<file path="config.mk">
export PLATFORM = sky130hd
export DESIGN_NAME = sync_reg_fifo
export DESIGN_NICKNAME = d
export VERILOG_FILES = /design/src/rtl/sync_reg_fifo.sv
export SDC_FILE = /design/constraint.sdc
export NUM_CORES = 1
export LEC_CHECK = 0
export ABC_CLOCK_PERIOD_IN_PS = 4270
export CAP_MARGIN = 40
export CORE_ASPECT_RATIO = 0.7
export CORE_UTILIZATION = 62
export CTS_CLUSTER_SIZE = 20
export DETAILED_ROUTE_END_ITERATION = 8
export PLACE_DENSITY = 0.86
export REMOVE_ABC_BUFFERS = 1
export SLEW_MARGIN = 30
export SYNTH_ARGS = -nofsm -noshare
export SYNTH_HDL_FRONTEND = slang
export SYNTH_SLANG_ARGS = --single-unit
</file>
<file path="constraint.sdc">
create_clock -name clkIn -period 4.27 [get_ports clkIn]
set_input_delay 0.427 -clock clkIn [delete_from_list [all_inputs] [get_ports clkIn]]
set_output_delay 0.427 -clock clkIn [all_outputs]
set_load 0.01 [all_outputs]
</file>
<file path="src/rtl/sync_reg_fifo.sv">
`default_nettype none
// ============================================================================
// Module   : sync_reg_fifo
// Purpose  : Single-clock register-based FIFO with arbitrary depth, occupancy
//            count, programmable almost-full/almost-empty thresholds,
//            synchronous flush, overflow/underflow error pulses and a
//            read-valid qualifier.
// Config   : SYNC_REG_FIFO_FWFT_EN - when defined, first-word-fall-through
//            mode (rdDataOut shows the head word combinationally and
//            rdEnIn acknowledges it). Undefined: registered read with
//            1-cycle latency.
// Ports    : clkIn         - clock, rising edge
//            rstIn         - asynchronous active-high reset
//            clrIn         - synchronous flush (pointers and count to 0)
//            wrDataIn      - write data
//            wrEnIn        - write request
//            rdEnIn        - read request / acknowledge in FWFT mode
//            rdDataOut     - read data
//            rdValidOut    - rdDataOut holds valid data
//            fifoCntOut    - occupancy, 0..FIFO_DEPTH
//            fifoFullOut   - count == FIFO_DEPTH
//            fifoEmptyOut  - count == 0
//            fifoAFullOut  - count >= AFULL_THRESH
//            fifoAEmptyOut - count <= AEMPTY_THRESH
//            overflowOut   - one-cycle pulse after a rejected write
//            underflowOut  - one-cycle pulse after a rejected read
// Revision : 1.0 - initial release
// ============================================================================
module sync_reg_fifo #(
    parameter int FIFO_WIDTH    = 8,
    parameter int FIFO_DEPTH    = 8,
    parameter int AFULL_THRESH  = FIFO_DEPTH - 2,
    parameter int AEMPTY_THRESH = 2,
    localparam int CNT_W        = $clog2(FIFO_DEPTH + 1)
) (
    input  logic                  clkIn,
    input  logic                  rstIn,
    input  logic                  clrIn,
    input  logic [FIFO_WIDTH-1:0] wrDataIn,
    input  logic                  wrEnIn,
    input  logic                  rdEnIn,
    output logic [FIFO_WIDTH-1:0] rdDataOut,
    output logic                  rdValidOut,
    output logic [CNT_W-1:0]      fifoCntOut,
    output logic                  fifoFullOut,
    output logic                  fifoEmptyOut,
    output logic                  fifoAFullOut,
    output logic                  fifoAEmptyOut,
    output logic                  overflowOut,
    output logic                  underflowOut
);

    localparam int PTR_W = $clog2(FIFO_DEPTH);

    localparam logic [CNT_W-1:0] c_fullCnt   = CNT_W'(FIFO_DEPTH);
    localparam logic [CNT_W-1:0] c_afullCnt  = CNT_W'(AFULL_THRESH);
    localparam logic [CNT_W-1:0] c_aemptyCnt = CNT_W'(AEMPTY_THRESH);
    localparam logic [PTR_W-1:0] c_lastPtr   = PTR_W'(FIFO_DEPTH - 1);

    logic [FIFO_WIDTH-1:0] r_mem [FIFO_DEPTH];
    logic [PTR_W-1:0]      r_wrPtr;
    logic [PTR_W-1:0]      r_rdPtr;
    logic [CNT_W-1:0]      r_cnt;
    logic                  r_overflow;
    logic                  r_underflow;

    logic w_full;
    logic w_empty;
    logic w_wrAcc;
    logic w_rdAcc;

    // Pointers wrap explicitly at FIFO_DEPTH-1 so non-power-of-two depths
    // never address past the last entry.
    function automatic logic [PTR_W-1:0] nextPtr(input logic [PTR_W-1:0] ptr);
        return (ptr == c_lastPtr) ? '0 : ptr + PTR_W'(1);
    endfunction

    assign w_full  = (r_cnt == c_fullCnt);
    assign w_empty = (r_cnt == '0);

    // Flush wins over both requests; flags come from registered state only,
    // so a read while full does not make room for a same-cycle write.
    assign w_wrAcc = wrEnIn && !w_full  && !clrIn;
    assign w_rdAcc = rdEnIn && !w_empty && !clrIn;

    // ------------------------------------------------------------------
    // Pointers, count and error pulses
    // ------------------------------------------------------------------
    always_ff @(posedge clkIn or posedge rstIn) begin
        if (rstIn) begin
            r_wrPtr     <= '0;
            r_rdPtr     <= '0;
            r_cnt       <= '0;
            r_overflow  <= 1'b0;
            r_underflow <= 1'b0;
        end else if (clrIn) begin
            r_wrPtr     <= '0;
            r_rdPtr     <= '0;
            r_cnt       <= '0;
            r_overflow  <= 1'b0;
            r_underflow <= 1'b0;
        end else begin
            if (w_wrAcc) begin
                r_wrPtr <= nextPtr(r_wrPtr);
            end
            if (w_rdAcc) begin
                r_rdPtr <= nextPtr(r_rdPtr);
            end
            case ({w_wrAcc, w_rdAcc})
                2'b10:   r_cnt <= r_cnt + CNT_W'(1);
                2'b01:   r_cnt <= r_cnt - CNT_W'(1);
                default: r_cnt <= r_cnt;
            endcase
            r_overflow  <= wrEnIn && w_full;
            r_underflow <= rdEnIn && w_empty;
        end
    end

    // ------------------------------------------------------------------
    // Storage (contents survive a flush; only reset clears them)
    // ------------------------------------------------------------------
    always_ff @(posedge clkIn or posedge rstIn) begin
        if (rstIn) begin
            for (int i = 0; i < FIFO_DEPTH; i++) begin
                r_mem[i] <= '0;
            end
        end else if (w_wrAcc) begin
            r_mem[r_wrPtr] <= wrDataIn;
        end
    end

    // ------------------------------------------------------------------
    // Read path
    // ------------------------------------------------------------------
`ifdef SYNC_REG_FIFO_FWFT_EN
    // Head word is always presented; rdEnIn only pops it.
    assign rdDataOut  = r_mem[r_rdPtr];
    assign rdValidOut = !w_empty;
`else
    logic [FIFO_WIDTH-1:0] r_rdData;
    logic                  r_rdValid;

    // rdDataOut holds its last value when no read is accepted (including
    // rejected reads and flushes); rdValidOut qualifies it for one cycle.
    always_ff @(posedge clkIn or posedge rstIn) begin
        if (rstIn) begin
            r_rdData  <= '0;
            r_rdValid <= 1'b0;
        end else begin
            r_rdValid <= w_rdAcc;
            if (w_rdAcc) begin
                r_rdData <= r_mem[r_rdPtr];
            end
        end
    end

    assign rdDataOut  = r_rdData;
    assign rdValidOut = r_rdValid;
`endif

    // ------------------------------------------------------------------
    // Status outputs, decoded from the registered count
    // ------------------------------------------------------------------
    assign fifoCntOut    = r_cnt;
    assign fifoFullOut   = w_full;
    assign fifoEmptyOut  = w_empty;
    assign fifoAFullOut  = (r_cnt >= c_afullCnt);
    assign fifoAEmptyOut = (r_cnt <= c_aemptyCnt);
    assign overflowOut   = r_overflow;
    assign underflowOut  = r_underflow;

endmodule
`default_nettype wire

</file>
* Yosys cells after proc, flatten, opt, wreduce, memory -nomap -nowiden
Index checks and enable logic that the tools add are counted.
Word-level totals: bits in registers 85, output and inout bits 19
Operators by class: $add $sub $neg 4, order comparisons 5, equality and inequality tests 5, multiplexer cells 16, bitwise gates (word level) 2, reductions and logical operators 14
Operators by type and width (number):
- bitwise mux 64 bit | 1
- binary-select mux 8 bit (select 3 bit) | 1
- demux 8 bit (select 3 bit) | 1
- two-way mux 8 bit | 3
- two-way mux 3 bit | 6
- >= comparator 4 bit, second input constant | 2
- NOT 3 -> 4 bit | 2
- one-hot mux 4 bit (2 select lines) | 1
- logical AND 1 bit | 7
- adder 3 x 1 -> 3 bit, second input constant | 2
- == test 3 bit, second input constant | 2
- adder 4 x 1 -> 4 bit, second input constant | 1
- == test 4 bit, second input constant | 1
- >= comparator 4 x 3 -> 1 bit, second input constant | 1
- <= comparator 4 x 2 -> 1 bit, second input constant | 1
- zero test 4 bit | 1
- < comparator 4 x 1 -> 1 bit, second input constant | 1
- two-way mux 4 bit | 1
- nonzero test 2 bit | 2
- subtractor 4 x 1 -> 4 bit, second input constant | 1
- zero test 1 bit | 3
- nonzero test 3 bit | 1
- == test 2 x 1 -> 1 bit, second input constant | 1
- == test 2 bit, second input constant | 1
- two-way mux 1 bit | 2

* Depth between registers and ports, before layout
Gate-level depths: netlist (run 1).
word-level depth 7, gate-level depth with buffers 11, depth with buffers taken out 9

* Worst setup path before layout (run 1)
OpenSTA, ideal clock, no wires.
path type flip-flop to flip-flop, from register r_cnt[1], in the netlist fifoCntOut[1], to register r_cnt[3], in the netlist fifoCntOut[3], library setup time 0.079 ns, arrival time 2.495 ns, required time 4.191 ns, path slack 1.695 ns, stages on the path, launching flop included 12, cell sequence dfrtp_1 > buf_6 > or4b_4 > buf_6 > inv_1 > nor2_2 > nor3_4 > ha_1 > a31oi_1 > nor3_1 > a31oi_1 > mux2i_1
Between the ends: longest elaborated chain between the ends 7
RTL lines:
- start, declared | RTL line 63 | logic [CNT_W-1:0] r_cnt;
- start signal, assigned | RTL line 110 | 2'b10: r_cnt <= r_cnt + CNT_W'(1);
- start signal, assigned | RTL line 111 | 2'b01: r_cnt <= r_cnt - CNT_W'(1);
- start signal, assigned | RTL line 112 | default: r_cnt <= r_cnt;
- == test 4 bit (*) | RTL line 78 | assign w_full = (r_cnt == c_fullCnt);
- net fifoFullOut | RTL line 45 | output logic fifoFullOut,
- zero test 1 bit (*) | RTL line 83 | assign w_wrAcc = wrEnIn && !w_full && !clrIn;
- logical AND 1 bit (*) (2 in series) | RTL line 83
- == test 2 x 1 -> 1 bit / == test 2 bit (equally long branches) | RTL line 109 | case ({w_wrAcc, w_rdAcc})
- one-hot mux 4 bit (2 select lines) | RTL line 109
- two-way mux 4 bit | RTL line 96 | end else if (clrIn) begin
Mark *: on every way through the listed nets, which the timed path passes. The rest lies on a longest branch. A chain may end at the register's enable or synchronous reset.

* Final worst setup path (run 1)
from register r_cnt[1], in the netlist fifoCntOut[1], to register r_cnt[3], in the netlist fifoCntOut[3]
Between the ends: longest elaborated chain between the ends 7
RTL lines (RTL line):
- == test 4 bit / zero test 4 bit (equally long branches) | 78, 79
- zero test 1 bit (on tied branches) | 83, 84
- logical AND 1 bit (on tied branches) (2 in series) | 83, 84
- == test 2 x 1 -> 1 bit / == test 2 bit (equally long branches) | 109
- one-hot mux 4 bit (2 select lines) | 109
- two-way mux 4 bit | 96
Several ways; a longest one is shown, not always the timed one.

==> flow_metrics.py, run 1 <==
metrics = {
    "run_status": {
        "status": "complete, no violations",
    },
    "routing": {
        "avgRoutedWirePerCell_um": 20.8,
        "via_per_inst": 6.24,
        "wl_um": 7990,
        "drc": 0,
        "num_vias": 2404,
        "drtIter0Drc": 185,
        "drt_pass1_iterations": 5,
        "antenna_left": 0,
    },
    "worst_setup_path": {
        "arrival_ns": 2.98,
        "critPathRequiredTime_ns": 4.55,
        "path_class": "reg2reg",
        "cp_max_fo": 11,
        "start_kind": "register",
        "worst_setup_path_end_kind": "register",
    },
    "timing": {
        "setup_viol": 0,
        "relSlewSlack": 0.445,
        "whs_ns": 0.481,
        "max_freq_ghz": 0.370,
        "slew_viol_final": 0,
        "fin_ws_ns": 1.56,
        "hold_viol": 0,
        "finClkSkew_ns": 0.00725,
        "worst_pin_slew_ns": 0.827,
        "tns_ns": 0,
        "rsz0062_at_grt": "no",
        "fin_crit_ns": 2.71,
        "layout_worst_path_cycle_share": 0.634,
    },
    "layout": {
        "final_common_cell": "dfrtp_1",
        "multiInputGateArea_um2": 1740,
        "fin_util": 0.765,
        "layout.nets": 322,
        "regArea_um2": 2130,
        "final_cell_mix": "85 x dfrtp_1, 64 x mux2_2, 31 x clkdlybuf4s50_1",
        "final_area_um2": 4540,
        "layout-drive-gt1-share": 0.377,
        "fillerInstances": 370,
        "diodes": 0,
        "syn_to_final_growth_pct": 14.6,
    },
    "global_route": {
        "grt_usage": 0.266,
        "grt_overflow_total": 0,
        "grt_pass1_vias": 2414,
        "grt_first_pass_wirelength_um": 12900,
        "grt_max_degree": 65,
        "antenna_found_initial": 0,
    },
    "yosys": {
        "synth_edf_count": 0,
        "syn_area_per_cell_um2": 14.6,
        "netlist_instances": 271,
        "ys_seq_area_frac": 0.537,
        "yosys_most_used_dff": "dfrtp_1",
        "synthArstFlopShare": 1.00,
        "ys_types": 37,
        "syn_area_um2": 3960,
        "ys_seq_elements": 85,
        "yosysWarnings": 0,
    },
    "floorplanning": {
        "io_pins": 32,
        "initial_core_util": 0.668,
        "die-width_um": 97.5,
        "die_area_um2": 6710,
        "core_area_um2": 5930,
        "rows": 23,
        "die_y_um": 68.8,
    },
    "clocking": {
        "clk_latency_ns": 0.35,
        "cts_hold_buf": 0,
        "cts.clk_slew.worst_paths_ns": 0.08,
        "postCtsSetupBuffers": 0,
        "ctsResizeCount": 0,
        "htreeDepth": 3,
        "clock_path_buffers": 2,
        "cts_sinks": 85,
        "cts_inserted_buffers": 9,
        "clockRootBuffer": "clkbuf_8",
        "cts_tree": "yes",
    },
    "power_and_ir_drop": {
        "ir_drop_mv": 0.301,
        "power.leakage_uw": 0.00205,
        "p_per_area_nw_per_um2": 587,
    },
    "run": {
        "drv_cap": 0,
    },
    "placement": {
        "gp_congestion": 0.824,
        "place_ws_ns": 1.45,
        "io_buffer_count": 31,
        "dpl.hpwl_um": 5290,
        "placed_area_um2": 4330,
    },
    "hold_path": {
        "hold_class": "in2async",
    },
}
==> flip-flops by register name, indices dropped and copies added, names as in the netlist <==
name,cells
rdValidOut,1
r_wrPtr,3
r_rdPtr,3
overflowOut,1
underflowOut,1
fifoCntOut,4
rdDataOut,8
r_mem,64
==> critical path, stage by stage, from the launching register on <==
cell	delay, ns
dfrtp_1	0.50
or4b_4	0.64
inv_1	0.13
nor2_2	0.11
nor3_4	0.23
ha_1	0.31
a31oi_1	0.22
nor3_1	0.09
a31oi_1	0.20
mux2i_1	0.21
==> where the power goes <==
| group | leakage [µW] | switching [µW] | internal, µW |
|---|---|---|---|
| Combinational | 0.000841 | 379 | 517 |
| Clock | 0.0000960 | 294 | 272 |
| Sequential | 0.00111 | 176 | 1030 |
==> Yosys cell counts (all sizes together), types with 2 or more instances <==
cell	count	area, µm²
a21oi	11	55.1
nand2b	2	12.5
dfrtp	85	2130
nor4b	2	47.6
inv	4	15.0
mux2i	10	100
nor2	17	66.3
nor3	3	31.3
nand3	6	47.6
mux4	16	360
o21ai	4	20.0
a31oi	2	12.5
nand4b	2	30.0
a211oi	3	27.5
clkbuf	3	11.3
ha	4	50.1
xor2	4	35.0
mux2	64	721
nand2	10	37.5
buf	10	56.3
==> routing by layer <==
| metal | share of wire | track usage | wire length (µm) |
|---|---|---|---|
| met4 | 0.012 | 0.0901 | 97 |
| met1 | 0.48 | 0.375 | 3830 |
| met5 | 0 | 0 | 0 |
| met2 | 0.46 | 0.413 | 3680 |
| met3 | 0.048 | 0.0706 | 387 |
==> cell type report <==
class	count	area share
Clock inverter	7	0.0160
Multi-Input combinational cell	168	0.384
Tap cell	75	0.0207
Clock buffer	9	0.0273
Inverter	5	0.00524
Timing Repair Buffer	36	0.0775
Sequential cell	85	0.469
==> metrics by stage <==
stage / power, µW / cells
finish: 2660 / 385
global route: 2800 / 385
CTS: 2670 / 384
detailed placement: 2110 / 368
global placement: 2060 / 367
floorplan: 1750 / 258
==> final timing paths <==
kind	start	depth (start not counted)	end	slack, ns
min	rstIn	2	rdValidOut	0.48
max in group asynchronous	rstIn	3	r_rdPtr[1]	3.08
min reg2reg	r_mem[6]	1	r_mem[6]	0.51
max reg2reg	fifoCntOut[1]	9	fifoCntOut[3]	1.56
min in group clkIn	r_mem[6]	1	r_mem[6]	0.51
max	fifoCntOut[1]	9	fifoCntOut[3]	1.56
==> cell families after synthesis <==
logic type / synth area share
simple gates: 0.0835
compound gates: 0.0332
mux: 0.298
buf+inv: 0.0218
flops: 0.537
fa+ha+maj: 0.0126
xor+xnor: 0.0130
No activity file was read; power rests on OpenSTA's default activity.
==> run 2: changes to the inputs <==
- ABC_CLOCK_PERIOD_IN_PS: 4270 -> 2500
- CORE_UTILIZATION: 62 -> 58
- PLACE_DENSITY: 0.86 -> 0.82
- clock period: 4.27 -> 2.5 ns (I/O delays scaled with it)
==> run 2 against run 1 <==
Clock skew rose by 0.0021 ns. Critical path depth stayed put. Register-to-register slack got worse by 1.4 ns. Final area grew 3.4%. Setup slack worse by 1.4 ns. Cell count increased by 6.8%. Routed wire length decreased by 0.26%. First-iteration DRC count decreased by 18%. Non-clock buffer count is 11 higher. Global-route usage is 1.1 points lower. Critical path type unchanged. Critical endpoint unchanged. Largest cell class unchanged.
==> flow_metrics.py, run 2 (synthesis gave the netlist of run 1 again) <==
metrics = {
    "global_route": {
        "grt_max_degree": 57,
        "met3_usage": 0.0850,
        "grt_overflow_total": 0,
        "grt_first_pass_wirelength_um": 13200,
        "use_met1": 0.357,
        "grt_pass1_vias": 2423,
        "antenna_found_initial": 0,
        "grt_util_met2": 0.390,
        "grt_usage": 0.255,
        "grt-busiest-layer": "met2",
    },
    "layout": {
        "layout.nets": 333,
        "final_common_cell": "dfrtp_1",
        "largest_register_ffs": 64,
        "regMostFlops": "r_mem",
        "final_cell_mix": "83 x dfrtp_1, 64 x mux2_2, 31 x clkdlybuf4s50_1",
        "diodes": 0,
        "instances_no_fill": 411,
        "fin_util": 0.733,
        "layout-drive-gt1-share": 0.403,
        "syn_to_final_growth_pct": 18.5,
    },
    "routing": {
        "via_per_inst": 5.80,
        "num_vias": 2385,
        "antenna_left": 0,
        "drt_pass1_iterations": 4,
        "wl_um": 7970,
        "drc": 0,
        "drtIter0Drc": 152,
        "avgRoutedWirePerCell_um": 19.4,
    },
    "clocking": {
        "cts_inserted_buffers": 9,
        "cts_sinks": 85,
        "cts.clk_slew.worst_paths_ns": 0.08,
        "clk_latency_ns": 0.35,
        "cts_tree": "yes",
        "htreeDepth": 3,
        "postCtsSetupBuffers": 0,
        "clockRootBuffer": "clkbuf_8",
        "clock_path_buffers": 2,
    },
    "power_and_ir_drop": {
        "power.leakage_uw": 0.00212,
        "p_int_uw": 3340,
        "clkPwrFrac": 0.237,
        "ir_drop_mv": 0.597,
        "p_per_area_nw_per_um2": 1010,
        "switchingPower_uw": 1400,
        "combPwrFrac": 0.336,
        "p_sw_frac": 0.296,
        "p_seq_frac": 0.427,
        "p_total_uw": 4750,
    },
    "timing": {
        "rsz0062_at_grt": "no",
        "worst_pin_slew_ns": 0.697,
        "slew_viol_final": 0,
        "relSlewSlack": 0.535,
        "max_freq_ghz": 0.427,
        "fin_crit_ns": 2.34,
        "layout_worst_path_cycle_share": 0.936,
        "finClkSkew_ns": 0.00933,
        "tns_ns": 0,
        "setup_viol": 0,
        "whs_ns": 0.275,
        "hold_viol": 0,
    },
    "floorplanning": {
        "die-width_um": 101,
        "die_y_um": 71.1,
        "io_pins": 32,
        "core_area_um2": 6400,
        "rows": 24,
        "die_area_um2": 7160,
        "initial_core_util": 0.619,
    },
    "placement": {
        "dp.cells": 396,
        "dpl.hpwl_um": 5350,
        "gp_congestion": 0.759,
        "io_buffer_count": 31,
    },
    "hold_path": {
        "hold_class": "in2async",
    },
    "worst_setup_path": {
        "cp_max_fo": 7,
        "path_class": "reg2reg",
        "worst_setup_path_end_kind": "register",
        "start_kind": "register",
        "arrival_ns": 2.61,
        "critPathRequiredTime_ns": 2.77,
        "ff2ff_path_depth": 9,
    },
    "run": {
        "drv_cap": 0,
    },
    "run_status": {
        "status": "complete, no violations",
    },
}
==> run 2: power groups by stage <==
stage / registers [µW] / logic, µW / clock network, µW
after floorplan: 2080 / 907 / 0
after global placement: 2020 / 1540 / 0
after detailed placement: 2050 / 1600 / 0
after CTS: 2020 / 1600 / 1150
after global routing: 2080 / 1750 / 1200
final: 2030 / 1590 / 1120
==> run 2: worst paths after layout <==
| check | start | to | slack (ns) |
|---|---|---|---|
| setup / recovery | fifoCntOut[2] | fifoCntOut[3] | 0.16 |
| hold reg to reg | r_mem[34] | r_mem[34] | 0.51 |
| min in group clkIn | r_mem[34] | r_mem[34] | 0.51 |
| hold / removal | rstIn | r_mem[27] | 0.27 |
| setup reg to reg | fifoCntOut[2] | fifoCntOut[3] | 0.16 |
| max in group asynchronous | rstIn | fifoCntOut[2] | 1.85 |
==> run 2: timing repair <==
| action | in CTS | in global routing |
|---|---|---|
| endpoints found under the setup margin | 0 | 1 |
| gates resized for setup | 0 | 3 |
| hold buffers | 0 | 0 |
==> run 2: per-stage QoR <==
stage	worst slack, ns	instance area (µm²)
after floorplan	-0.0119	3890
after global placement	0.234	4450
after detailed placement	0.104	4450
after CTS	0.0929	4680
after global routing	0.0118	4690
final	0.160	4690
==> run 2: worst max-delay path, stage by stage (launching register included) <==
cell     delay, ns
dfrtp_2       0.47
or4b_4        0.50
inv_1         0.09
nor2_2        0.06
nor3_4        0.26
ha_4          0.25
a31oi_1       0.16
nor3_1        0.06
a31oi_1       0.18
mux2i_1       0.21
==> run 2: layer usage <==
layer,wire length (µm),vias up,share of wire
met5,0,-,0
met4,73,0,0.0092
met3,434,8,0.054
met2,3700,61,0.46
met1,3760,1230,0.47
li1,-,1086,-
==> run 2: final cells by class <==
| class | instances | area, µm² |
|---|---|---|
| Sequential cell | 85 | 2130 |
| Multi-Input combinational cell | 168 | 1760 |
| Fill cell | 446 | 1710 |
| Timing Repair Buffer | 47 | 443 |
| Clock buffer | 10 | 128 |
| Tap cell | 91 | 114 |
| Clock inverter | 5 | 100 |
| Inverter | 5 | 20.0 |
==> run 3: changes to the inputs <==
- PLACE_DENSITY: 0.82 -> 0.87
==> run 3 against run 2 <==
Clock skew is 0.0025 ns higher. Fmax is 2.7% lower. Count of clock-buffer cells in the layout is 1 higher. Final area is 0.24% higher. Cell count is 1.5% higher. Global-route usage is 0.49 points higher. Largest power group unchanged. Non-clock buffer count rose by 5. Routed wire length is 2.0% higher. Sequential power about the same.
==> flow_metrics.py, run 3 (synthesis gave the netlist of run 1 again) <==
metrics = {
    "worst_setup_path": {
        "r2r-end": "fifoCntOut[3]",
        "start_kind": "register",
        "timing.rr.start": "fifoCntOut[2]",
        "cp_max_fo": 7,
        "rrSetupSlack_ns": 0.1,
        "path_class": "reg2reg",
        "startpoint": "fifoCntOut[2]",
        "ff2ff_path_depth": 9,
        "crit_end": "fifoCntOut[3]",
        "worst_setup_path_end_kind": "register",
        "arrival_ns": 2.69,
        "critPathRequiredTime_ns": 2.79,
    },
    "clocking": {
        "htreeDepth": 3,
        "cts_sinks": 85,
        "clock_path_buffers": 2,
        "cts_hold_buf": 0,
        "clk_latency_ns": 0.37,
        "cts_inserted_buffers": 9,
        "cts.clk_slew.worst_paths_ns": 0.09,
        "clockRootBuffer": "clkbuf_8",
        "cts_tree": "yes",
    },
    "run": {
        "drv_cap": 0,
    },
    "routing": {
        "avgRoutedWirePerCell_um": 19.5,
        "wl_um": 8140,
        "drtIter0Drc": 161,
        "antenna_left": 0,
        "drt_pass1_iterations": 4,
        "num_vias": 2428,
        "via_per_inst": 5.82,
        "drc": 0,
    },
    "run_status": {
        "status": "complete, no violations",
    },
    "timing": {
        "whs_ns": 0.223,
        "slew_viol_final": 0,
        "finClkSkew_ns": 0.0118,
        "max_freq_ghz": 0.416,
        "hold_viol": 0,
        "fin_crit_ns": 2.40,
        "layout_worst_path_cycle_share": 0.962,
        "relSlewSlack": 0.588,
        "setup_viol": 0,
        "fin_ws_ns": 0.0961,
        "worst_pin_slew_ns": 0.618,
    },
    "power_and_ir_drop": {
        "p_seq_frac": 0.440,
        "p_int_uw": 3190,
        "combPwrFrac": 0.347,
        "power.leakage_uw": 0.00213,
        "p_per_area_nw_per_um2": 986,
        "p_sw_frac": 0.311,
        "switchingPower_uw": 1440,
        "clkPwrFrac": 0.213,
        "ir_drop_mv": 0.594,
    },
    "layout": {
        "regMostFlops": "r_mem",
        "final_cell_mix": "82 x dfrtp_1, 64 x mux2_2, 31 x clkdlybuf4s50_1",
        "syn_to_final_growth_pct": 18.8,
        "layout-drive-gt1-share": 0.417,
        "diodes": 0,
        "layout.nets": 338,
        "final_area_um2": 4700,
        "largest_register_ffs": 64,
        "final_common_cell": "dfrtp_1",
        "instances_no_fill": 417,
    },
    "placement": {
        "dpl.hpwl_um": 5610,
        "gp_congestion": 0.795,
        "placed_area_um2": 4470,
        "dp.cells": 399,
        "io_buffer_count": 31,
        "place_ws_ns": 0.0607,
    },
    "floorplanning": {
        "die_area_um2": 7160,
        "initial_core_util": 0.619,
        "die_y_um": 71.1,
        "rows": 24,
        "die-width_um": 101,
        "io_pins": 32,
        "core_area_um2": 6400,
    },
    "hold_path": {
        "hold_class": "in2async",
    },
    "global_route": {
        "grt_max_degree": 34,
        "antenna_found_initial": 0,
        "grt_pass1_vias": 2514,
        "grt_overflow_total": 0,
        "grt_usage": 0.260,
        "grt_first_pass_wirelength_um": 13100,
    },
}
==> run 3: cell count changes in the layout (fill, tap and decap cells not counted), sizes merged <==
cell	change
clkinvlp	+2
buf	+5
bufinv	-2
inv	+1
clkinv	-1
clkbuf	+1
==> run 3: critical path: stages, from the launching register on <==
cell,delay [ns]
dfrtp_2,0.48
or4b_4,0.50
inv_1,0.12
nor2_2,0.08
nor3_4,0.24
ha_4,0.25
a31oi_1,0.19
nor3_1,0.07
a31oi_1,0.20
mux2i_1,0.20
==> run 3: through the flow <==
| step | utilization | TNS [ns] | power, µW |
|---|---|---|---|
| floorplan | - | -0.0119 | 2990 |
| global placement | 0.699 | 0 | 3550 |
| detailed placement | 0.699 | 0 | 3640 |
| CTS | 0.730 | 0 | 4630 |
| global route | 0.735 | -0.000669 | 4920 |
| finish | 0.735 | 0 | 4640 |
==> run 3: how the worst min path moves through the flow <==
stage              start            end  slack [ns]  cells after the start
3_5_place_dp   r_mem[16]      r_mem[16]        0.49                      1
4_1_cts            rstIn   rdDataOut[1]        0.22                      2
3_3_place_gp   r_mem[49]      r_mem[49]        0.48                      1
6_report           rstIn  fifoCntOut[1]        0.22                      2
5_1_grt            rstIn   rdDataOut[1]        0.27                      2
2_1_floorplan      clrIn     r_rdPtr[1]        0.31                      1
==> run 3: area by class of cell <==
cell class                      instances  area, µm²
Clock inverter                          5       58.8
Multi-Input combinational cell        168       1760
Sequential cell                        85       2130
Inverter                                5       20.0
Timing Repair Buffer                   52        480
Tap cell                               91        114
Clock buffer                           11        141
Fill cell                             424       1690
==> run 3: per-layer routing <==
metal,GRT usage,vias to the layer above,share of wire
met5,0,-,0
met4,0.0773,0,0.013
met3,0.0929,12,0.050
met2,0.400,65,0.47
met1,0.351,1242,0.47
li1,-,1109,-
==> run 3: what timing repair did <==
action                     4_1_cts  5_1_grt
gates resized for setup          0        4
setup endpoints to repair        0        1
buffers inserted                 0        2
==> run 3: power groups by stage <==
stage               sequential [µW]  clock [µW]  combinational (µW)
global route                   2090        1070                1760
global placement               2020           0                1530
floorplan                      2080           0                 907
detailed placement             2060           0                1580
finish                         2040         987                1610
CTS                            2040        1010                1590
